<file path="src/rtl/fetch_pkg.sv">
// Shared types and constants for the instruction fetch path.
package fetch_pkg;

    localparam int unsigned XLEN = 32;
    localparam logic [XLEN-1:0] DEFAULT_RESET_PC = 32'h0000_0000;
    localparam logic [XLEN-1:0] NOP_WORD = 32'h0000_0013;

    typedef logic [XLEN-1:0] word_t;

    typedef struct packed {
        word_t pc;
        word_t data;
    } inst_entry_t;

endpackage

</file>
<file path="src/rtl/fetch_if.sv">
// Fetch-unit bus bundle: redirect input, instruction-memory port and decode port.
interface fetch_if;
    import fetch_pkg::*;

    logic  redirect_valid;
    word_t redirect_pc;
    logic  imem_req_valid;
    logic  imem_req_ready;
    word_t imem_addr;
    logic  imem_rsp_valid;
    word_t imem_rsp_data;
    logic  inst_valid;
    logic  inst_ready;
    word_t inst_data;
    word_t inst_pc;
    word_t inst_pc4;

    modport master (
        input  redirect_valid, redirect_pc, imem_req_ready, imem_rsp_valid, imem_rsp_data, inst_ready,
        output imem_req_valid, imem_addr, inst_valid, inst_data, inst_pc, inst_pc4
    );

    modport slave (
        output redirect_valid, redirect_pc, imem_req_ready, imem_rsp_valid, imem_rsp_data, inst_ready,
        input  imem_req_valid, imem_addr, inst_valid, inst_data, inst_pc, inst_pc4
    );

endinterface

</file>
<file path="src/rtl/fetch_fifo.sv">
// Synchronous FIFO with flush; DEPTH must be a power of two.
module fetch_fifo #(
    parameter int unsigned WIDTH = 32,
    parameter int unsigned DEPTH = 2
) (
    input  logic                     clk,
    input  logic                     reset,
    input  logic                     flush,
    input  logic                     push,
    input  logic [WIDTH-1:0]         wdata,
    input  logic                     pop,
    output logic [WIDTH-1:0]         rdata,
    output logic                     full,
    output logic [$clog2(DEPTH):0]   count
);
    localparam int unsigned AW = $clog2(DEPTH);

    logic [WIDTH-1:0] mem [DEPTH];
    logic [AW-1:0]    wptr;
    logic [AW-1:0]    rptr;
    logic             do_push;
    logic             do_pop;

    assign full    = (count == (AW+1)'(DEPTH));
    assign do_pop  = pop && (count != '0);
    assign do_push = push && (!full || do_pop);
    assign rdata   = mem[rptr];

    always_ff @(posedge clk or posedge reset) begin
        if (reset) begin
            wptr  <= '0;
            rptr  <= '0;
            count <= '0;
        end else if (flush) begin
            wptr  <= '0;
            rptr  <= '0;
            count <= '0;
        end else begin
            if (do_push) wptr <= wptr + AW'(1);
            if (do_pop)  rptr <= rptr + AW'(1);
            count <= count + (AW+1)'(do_push) - (AW+1)'(do_pop);
        end
    end

    always_ff @(posedge clk) begin
        if (do_push && !flush) mem[wptr] <= wdata;
    end

endmodule

</file>
<file path="src/rtl/fetch_unit.sv">
// Program counter, credit-limited in-order imem reads, and decode-side buffering with redirect flush.
module fetch_unit
    import fetch_pkg::*;
#(
    parameter word_t       RESET_PC = DEFAULT_RESET_PC,
    parameter int unsigned DEPTH    = 2
) (
    input logic     clk,
    input logic     reset,
    fetch_if.master bus
);
    localparam int unsigned CW = $clog2(DEPTH) + 1;

    word_t         pc;
    logic [CW-1:0] inflight;
    logic [CW-1:0] inflight_next;
    logic [CW-1:0] drop_cnt;
    logic [CW-1:0] occupancy;
    logic [CW-1:0] tag_count;
    logic [CW:0]   credits_used;
    logic          tag_full;
    logic          instr_full;
    logic          instr_empty;
    logic          req_fire;
    logic          rsp_fire;
    logic          rsp_keep;
    logic          inst_fire;
    word_t         tag_head;
    inst_entry_t   instr_in;
    inst_entry_t   instr_head;

    assign credits_used = {1'b0, inflight} + {1'b0, occupancy};
    assign bus.imem_req_valid = !reset && !bus.redirect_valid && !tag_full
                              && (credits_used < (CW+1)'(DEPTH));
    assign bus.imem_addr = pc;
    assign req_fire      = bus.imem_req_valid && bus.imem_req_ready;

    // a response with nothing outstanding is a protocol error and is ignored
    assign rsp_fire      = bus.imem_rsp_valid && (inflight != '0);
    assign rsp_keep      = rsp_fire && (drop_cnt == '0) && (tag_count != '0)
                         && !instr_full && !bus.redirect_valid;
    assign inflight_next = inflight + CW'(req_fire) - CW'(rsp_fire);

    assign instr_empty = (occupancy == '0);
    assign inst_fire   = !instr_empty && bus.inst_ready;
    assign instr_in    = '{pc: tag_head, data: bus.imem_rsp_data};

    always_ff @(posedge clk or posedge reset) begin
        if (reset) begin
            pc       <= RESET_PC;
            inflight <= '0;
            drop_cnt <= '0;
        end else begin
            inflight <= inflight_next;
            if (bus.redirect_valid) begin
                pc <= bus.redirect_pc & ~word_t'(3);
                // everything still outstanding after this cycle is stale, older drops included
                drop_cnt <= inflight_next;
            end else begin
                if (req_fire) pc <= pc + word_t'(4);
                if (rsp_fire && (drop_cnt != '0)) drop_cnt <= drop_cnt - CW'(1);
            end
        end
    end

    fetch_fifo #(.WIDTH(XLEN), .DEPTH(DEPTH)) u_tag_fifo (
        .clk   (clk),
        .reset (reset),
        .flush (bus.redirect_valid),
        .push  (req_fire),
        .wdata (pc),
        .pop   (rsp_keep),
        .rdata (tag_head),
        .full  (tag_full),
        .count (tag_count)
    );

    fetch_fifo #(.WIDTH($bits(inst_entry_t)), .DEPTH(DEPTH)) u_instr_fifo (
        .clk   (clk),
        .reset (reset),
        .flush (bus.redirect_valid),
        .push  (rsp_keep),
        .wdata (instr_in),
        .pop   (inst_fire),
        .rdata (instr_head),
        .full  (instr_full),
        .count (occupancy)
    );

    assign bus.inst_valid = !instr_empty;
    assign bus.inst_data  = instr_empty ? '0 : instr_head.data;
    assign bus.inst_pc    = instr_empty ? '0 : instr_head.pc;
    assign bus.inst_pc4   = instr_empty ? '0 : instr_head.pc + word_t'(4);

endmodule
</file>
<file path="src/flat_wrapper.sv">
// flat-port wrapper written by rule: the top's interface ports become plain ports
module fetch_unit_flat import fetch_pkg::*;
#(
    parameter word_t       RESET_PC = DEFAULT_RESET_PC,
    parameter int unsigned DEPTH    = 2
)
  (clk, reset, bus_redirect_valid, bus_redirect_pc, bus_imem_req_ready, bus_imem_rsp_valid, bus_imem_rsp_data, bus_inst_ready, bus_imem_req_valid, bus_imem_addr, bus_inst_valid, bus_inst_data, bus_inst_pc, bus_inst_pc4);
  fetch_if bus_i ();
  input logic clk;
  input logic reset;
  input wire logic [$bits(bus_i.redirect_valid)-1:0] bus_redirect_valid;
  input wire logic [$bits(bus_i.redirect_pc)-1:0] bus_redirect_pc;
  input wire logic [$bits(bus_i.imem_req_ready)-1:0] bus_imem_req_ready;
  input wire logic [$bits(bus_i.imem_rsp_valid)-1:0] bus_imem_rsp_valid;
  input wire logic [$bits(bus_i.imem_rsp_data)-1:0] bus_imem_rsp_data;
  input wire logic [$bits(bus_i.inst_ready)-1:0] bus_inst_ready;
  output wire logic [$bits(bus_i.imem_req_valid)-1:0] bus_imem_req_valid;
  output wire logic [$bits(bus_i.imem_addr)-1:0] bus_imem_addr;
  output wire logic [$bits(bus_i.inst_valid)-1:0] bus_inst_valid;
  output wire logic [$bits(bus_i.inst_data)-1:0] bus_inst_data;
  output wire logic [$bits(bus_i.inst_pc)-1:0] bus_inst_pc;
  output wire logic [$bits(bus_i.inst_pc4)-1:0] bus_inst_pc4;
  assign bus_i.redirect_valid = bus_redirect_valid;
  assign bus_i.redirect_pc = bus_redirect_pc;
  assign bus_i.imem_req_ready = bus_imem_req_ready;
  assign bus_i.imem_rsp_valid = bus_imem_rsp_valid;
  assign bus_i.imem_rsp_data = bus_imem_rsp_data;
  assign bus_i.inst_ready = bus_inst_ready;
  assign bus_imem_req_valid = bus_i.imem_req_valid;
  assign bus_imem_addr = bus_i.imem_addr;
  assign bus_inst_valid = bus_i.inst_valid;
  assign bus_inst_data = bus_i.inst_data;
  assign bus_inst_pc = bus_i.inst_pc;
  assign bus_inst_pc4 = bus_i.inst_pc4;
  fetch_unit #(.RESET_PC(RESET_PC), .DEPTH(DEPTH)) u_core (.clk(clk), .reset(reset), .bus(bus_i));
endmodule
</file>
<file path="config.mk">
export PLATFORM = sky130hd
export DESIGN_NAME = fetch_unit_flat
export DESIGN_NICKNAME = d
export VERILOG_FILES = /design/src/rtl/fetch_pkg.sv /design/src/rtl/fetch_if.sv /design/src/rtl/fetch_fifo.sv /design/src/rtl/fetch_unit.sv /design/src/flat_wrapper.sv
export SDC_FILE = /design/constraint.sdc
export NUM_CORES = 1
export LEC_CHECK = 0
export ABC_AREA = 1
export CELL_PAD_IN_SITES_DETAIL_PLACEMENT = 1
export CELL_PAD_IN_SITES_GLOBAL_PLACEMENT = 1
export CORE_ASPECT_RATIO = 0.7
export CORE_MARGIN = 2
export CORE_UTILIZATION = 36
export DETAILED_ROUTE_END_ITERATION = 12
export GPL_ROUTABILITY_DRIVEN = 0
export PLACE_DENSITY = 0.82
export SLEW_MARGIN = 30
export SYNTH_ARGS = -nofsm -noshare
export SYNTH_HDL_FRONTEND = slang
export SYNTH_SLANG_ARGS = --single-unit
</file>
<file path="constraint.sdc">
create_clock -name clk -period 4 [get_ports clk]
set_input_delay 1 -clock clk [delete_from_list [all_inputs] [get_ports clk]]
set_output_delay 1 -clock clk [all_outputs]
set_load 0.02 [all_outputs]
</file>
==> reports/metrics.json <==
{
  "grt": {
    "globalRouteTotalUtil_pct": 20.0,
    "antenna_found_initial": 0,
    "grt_pass1_vias": 8784,
    "wire_length_of_the_first_global_routing_pass_um": 49000,
    "grt_overflow": 0,
    "grt_start_max_net_pins": 81
  },
  "floorplan": {
    "die_area_mm2": 0.0317,
    "effective_utilization_at_floorplan_pct": 36.4,
    "num_rows": 53,
    "pin_count": 200,
    "core_mm2": 0.0299,
    "die_h_um": 150,
    "dieWidth_um": 212
  },
  "timing": {
    "final_worst_clock_skew_ns": 0.00974,
    "setup_viol": 0,
    "setup_ws_ns": 0.169,
    "highest_clock_rate_mhz": 261,
    "timing_max_transition_violations_final": 0,
    "timing.max_slew.rel_slack_pct": 52.8,
    "finalHoldViolations": 0,
    "final_total_negative_setup_slack_ns": 0,
    "final.period_utilization_pct": 95.8,
    "grt_setup_unrepaired": "no",
    "fin_crit_ns": 3.83,
    "worst_pin_slew_ns": 0.707
  },
  "clock_network": {
    "clkSinkCount": 226,
    "clkTransAtPathRegs_ns": 0.06,
    "cts_inserted_buffers": 24,
    "cts-htree-levels": 1,
    "cts_tree": "built",
    "clock_insertion_delay_at_the_later_pin_of_the_skew_report_ns": 0.53,
    "clockBufferDepth": 3,
    "clock_tree.root_cell": "sky130_fd_sc_hd__clkbuf_16"
  },
  "synth": {
    "synth_top_area_cell": "sky130_fd_sc_hd__edfxtp_1",
    "post_synth_num_cell_types": 38,
    "async_reset_ff_share_pct": 18.6,
    "ys_ff_latch": 226,
    "ys_warn_count": 0,
    "yosysTopAreaCellShare_pct": 50.7,
    "post_synth_instance_area_mm2": 0.0109,
    "synthTopCellsByCount": "380 x sky130_fd_sc_hd__nand2_1, 184 x sky130_fd_sc_hd__edfxtp_1, 124 x sky130_fd_sc_hd__nor2_1",
    "synthMostInstantiatedCell": "sky130_fd_sc_hd__nand2_1",
    "synth_enable_flop_cells": 184,
    "synthesis.instances": 1134,
    "cell_types_with_the_largest_area_share_after_synthesis": "sky130_fd_sc_hd__edfxtp_1 51%, sky130_fd_sc_hd__nand2_1 13%, sky130_fd_sc_hd__dfrtp_1 9.7%, sky130_fd_sc_hd__nor2_1 4.3%, sky130_fd_sc_hd__inv_1 3.6%",
    "sequential_element_share_of_the_synthesized_area_pct": 60.4,
    "avgSynthCellArea_um2": 9.60,
    "synthFlopType": "sky130_fd_sc_hd__edfxtp_1"
  },
  "job": {
    "max-cap-violations": 0
  },
  "power": {
    "p_seq_share_pct": 36.4,
    "p_comb_share_pct": 35.7,
    "clock_power_share_pct": 27.9,
    "vdd.ir_drop.worst_v": 0.000313,
    "power.leakage_nw": 5.77,
    "sw_frac_of_total_pct": 35.9,
    "power_switching_w": 0.00290,
    "intPower_w": 0.00518,
    "power_per_cell_area_mw_per_mm2": 571
  },
  "worst_setup_path": {
    "cp_slowest_cell": "sky130_fd_sc_hd__clkdlybuf4s50_1",
    "crit_required_ns": 3.00,
    "crit_path_max_fanout": 35,
    "cp-start-kind": "flop",
    "worst_ep_arrival_time_ns": 2.83,
    "wp_buf_inv": 4,
    "worstSetupEndpointType": "output port",
    "delay_of_the_slowest_cell_on_the_worst_path_ns": 0.64,
    "worstSetupPathType": "flop to output port",
    "crit_path_cell_trace": "buf_12 > inv_8 > nand2_2 > nand2_2 > ha_1 > inv_1 > nor2_1 > nand2_1 > a21oi_1 > clkdlybuf4s50_1",
    "path_delay_family": "buffers and inverters",
    "critical-path-top-cell-by-count": "sky130_fd_sc_hd__nand2_2"
  },
  "placed_design": {
    "detail_placement_hpwl_um": 22800,
    "place_worst_setup_slack_ns": 0.383,
    "post-place-cells": 1719,
    "portBuffers": 191
  },
  "route": {
    "detail_route.iter0.violations": 427,
    "routed_wire_length_per_instance_um": 17.8,
    "drc": 0,
    "total_routed_length_um": 31400,
    "drt-pass1-iter-count": 5,
    "detailroute.via_count": 8553,
    "antenna_violating_nets_post_route": 0,
    "via_per_inst": 4.84
  },
  "outcome": {
    "status": "finished, final reports clean"
  },
  "layout": {
    "layout-drive-gt1-share_pct": 10.3,
    "diodes": 0,
    "finalNonFillerCells": 1766,
    "syn2layout_area_growth_pct": 30.0,
    "finish.net_count": 1416
  },
  "hold_path": {
    "holdCritPathClass": "flop to flop"
  }
}
registers in the layout (all words and copies together) (netlist names), 2 cells and up:
name / flops
u_core.inflight: 2
u_core.u_instr_fifo.mem: 124
u_core.bus.imem_addr: 30
u_core.u_tag_fifo.mem: 60
u_core.u_instr_fifo.count: 2
u_core.u_tag_fifo.count: 2
u_core.drop_cnt: 2
final timing paths:
path	from	end	slack (ns)	cells after the start
min in group asynchronous	reset	u_core.bus.imem_addr[25]	0.96	3
min reg2reg	u_core.drop_cnt[1]	u_core.drop_cnt[1]	0.56	2
max in group asynchronous	reset	u_core.u_instr_fifo.rptr	2.63	3
max reg2reg	u_core.u_instr_fifo.count[0]	u_core.drop_cnt[1]	1.15	15
max	u_core.u_instr_fifo.rptr	bus_inst_pc4[6]	0.17	10
min	u_core.drop_cnt[1]	u_core.drop_cnt[1]	0.56	2
power groups by stage:
stage / logic (W) / registers (W) / clock network [W]
6_report: 0.00289 / 0.00295 / 0.00225
5_1_grt: 0.00315 / 0.00297 / 0.00239
4_1_cts: 0.00292 / 0.00294 / 0.00231
3_5_place_dp: 0.00289 / 0.00300 / 0
3_3_place_gp: 0.00282 / 0.00298 / 0
2_1_floorplan: 0.00161 / 0.00297 / 0
cells in the final DEF (no fill, tap or decap), types with 9 or more instances in the layout:
cell type                         synthesis  final
sky130_fd_sc_hd__dfrtp_1                 42     41
sky130_fd_sc_hd__dlymetal6s2s_1           0     12
sky130_fd_sc_hd__a21oi_1                 39     39
sky130_fd_sc_hd__nand3_1                 46     46
sky130_fd_sc_hd__nand2_2                 19     19
sky130_fd_sc_hd__inv_1                  103    103
sky130_fd_sc_hd__clkdlybuf4s50_1          0    167
sky130_fd_sc_hd__nor3_1                  10     10
sky130_fd_sc_hd__buf_4                    7     17
sky130_fd_sc_hd__nor2_1                 124    118
sky130_fd_sc_hd__xor2_1                  17     17
sky130_fd_sc_hd__mux2_2                  30     30
sky130_fd_sc_hd__o21ai_0                 28     27
sky130_fd_sc_hd__edfxtp_1               184    184
sky130_fd_sc_hd__ha_1                     9      9
sky130_fd_sc_hd__dlygate4sd2_1            0     11
sky130_fd_sc_hd__nand2_1                380    380
sky130_fd_sc_hd__nor2_2                  14     17
sky130_fd_sc_hd__clkbuf_16                0     25
area by class of cell:
| cell class | instances | area (um2) |
|---|---|---|
| fillers | 3345 | 15800 |
| flip-flops and latches | 226 | 6580 |
| multi-input cells | 764 | 3710 |
| repair buffers | 214 | 2150 |
| clock buffers | 34 | 699 |
| well taps | 412 | 515 |
| inverters | 106 | 405 |
| clock inverters | 10 | 105 |
per-stage QoR:
| step | util (%) | cell area [um2] | hold slack [ns] | power (W) |
|---|---|---|---|---|
| final | 47.3 | 14200 | 0.558 | 0.00809 |
| after global routing | 47.3 | 14200 | 0.589 | 0.00851 |
| after CTS | 47.2 | 14100 | 0.568 | 0.00818 |
| after detailed placement | 44.5 | 13300 | 0.556 | 0.00590 |
| after global placement | 44.5 | 13300 | 0.542 | 0.00580 |
| after floorplan | - | 10900 | 0.482 | 0.00458 |
kinds of logic after synthesis:
| group | count (synthesis) | synth area share, % |
|---|---|---|
| mux | 30 | 3.10 |
| other cells | 1 | 0.0344 |
| compound gates | 85 | 4.31 |
| fa+ha+maj | 10 | 1.22 |
| buf+inv | 149 | 6.01 |
| xor+xnor | 24 | 1.93 |
| simple gates | 609 | 23.0 |
| flops | 226 | 60.4 |
layer usage:
| metal | GRT usage (%) | share of wire [%] |
|---|---|---|
| met4 | 4.37 | 1.5 |
| met1 | 29.1 | 48 |
| met3 | 3.44 | 6.5 |
| met5 | 0 | 0 |
| met2 | 31.3 | 44 |
worst register-to-register path, cell delays in order (launching register included):
cell and delay, ns:
sky130_fd_sc_hd__dfrtp_1 0.44, sky130_fd_sc_hd__nand2_1 0.09, sky130_fd_sc_hd__inv_1 0.05, sky130_fd_sc_hd__fa_1 0.43, sky130_fd_sc_hd__nor2_1 0.17, sky130_fd_sc_hd__nand2_1 0.07, sky130_fd_sc_hd__nor2_1 0.13, sky130_fd_sc_hd__nand2_1 0.08
sky130_fd_sc_hd__buf_4 0.21, sky130_fd_sc_hd__clkinv_1 0.06, sky130_fd_sc_hd__buf_4 0.24, sky130_fd_sc_hd__ha_1 0.21, sky130_fd_sc_hd__xnor2_1 0.14, sky130_fd_sc_hd__xnor2_1 0.12, sky130_fd_sc_hd__o211ai_1 0.16, sky130_fd_sc_hd__o21ai_0 0.11
repair_timing:
action                                  in CTS  in global routing
pin swaps                                    0                  0
resized for setup                           15                 15
setup buffers                                3                  0
endpoints found under the setup margin      22                 14
hold buffers                                 0                  0
(Power assumes the default switching activity.)
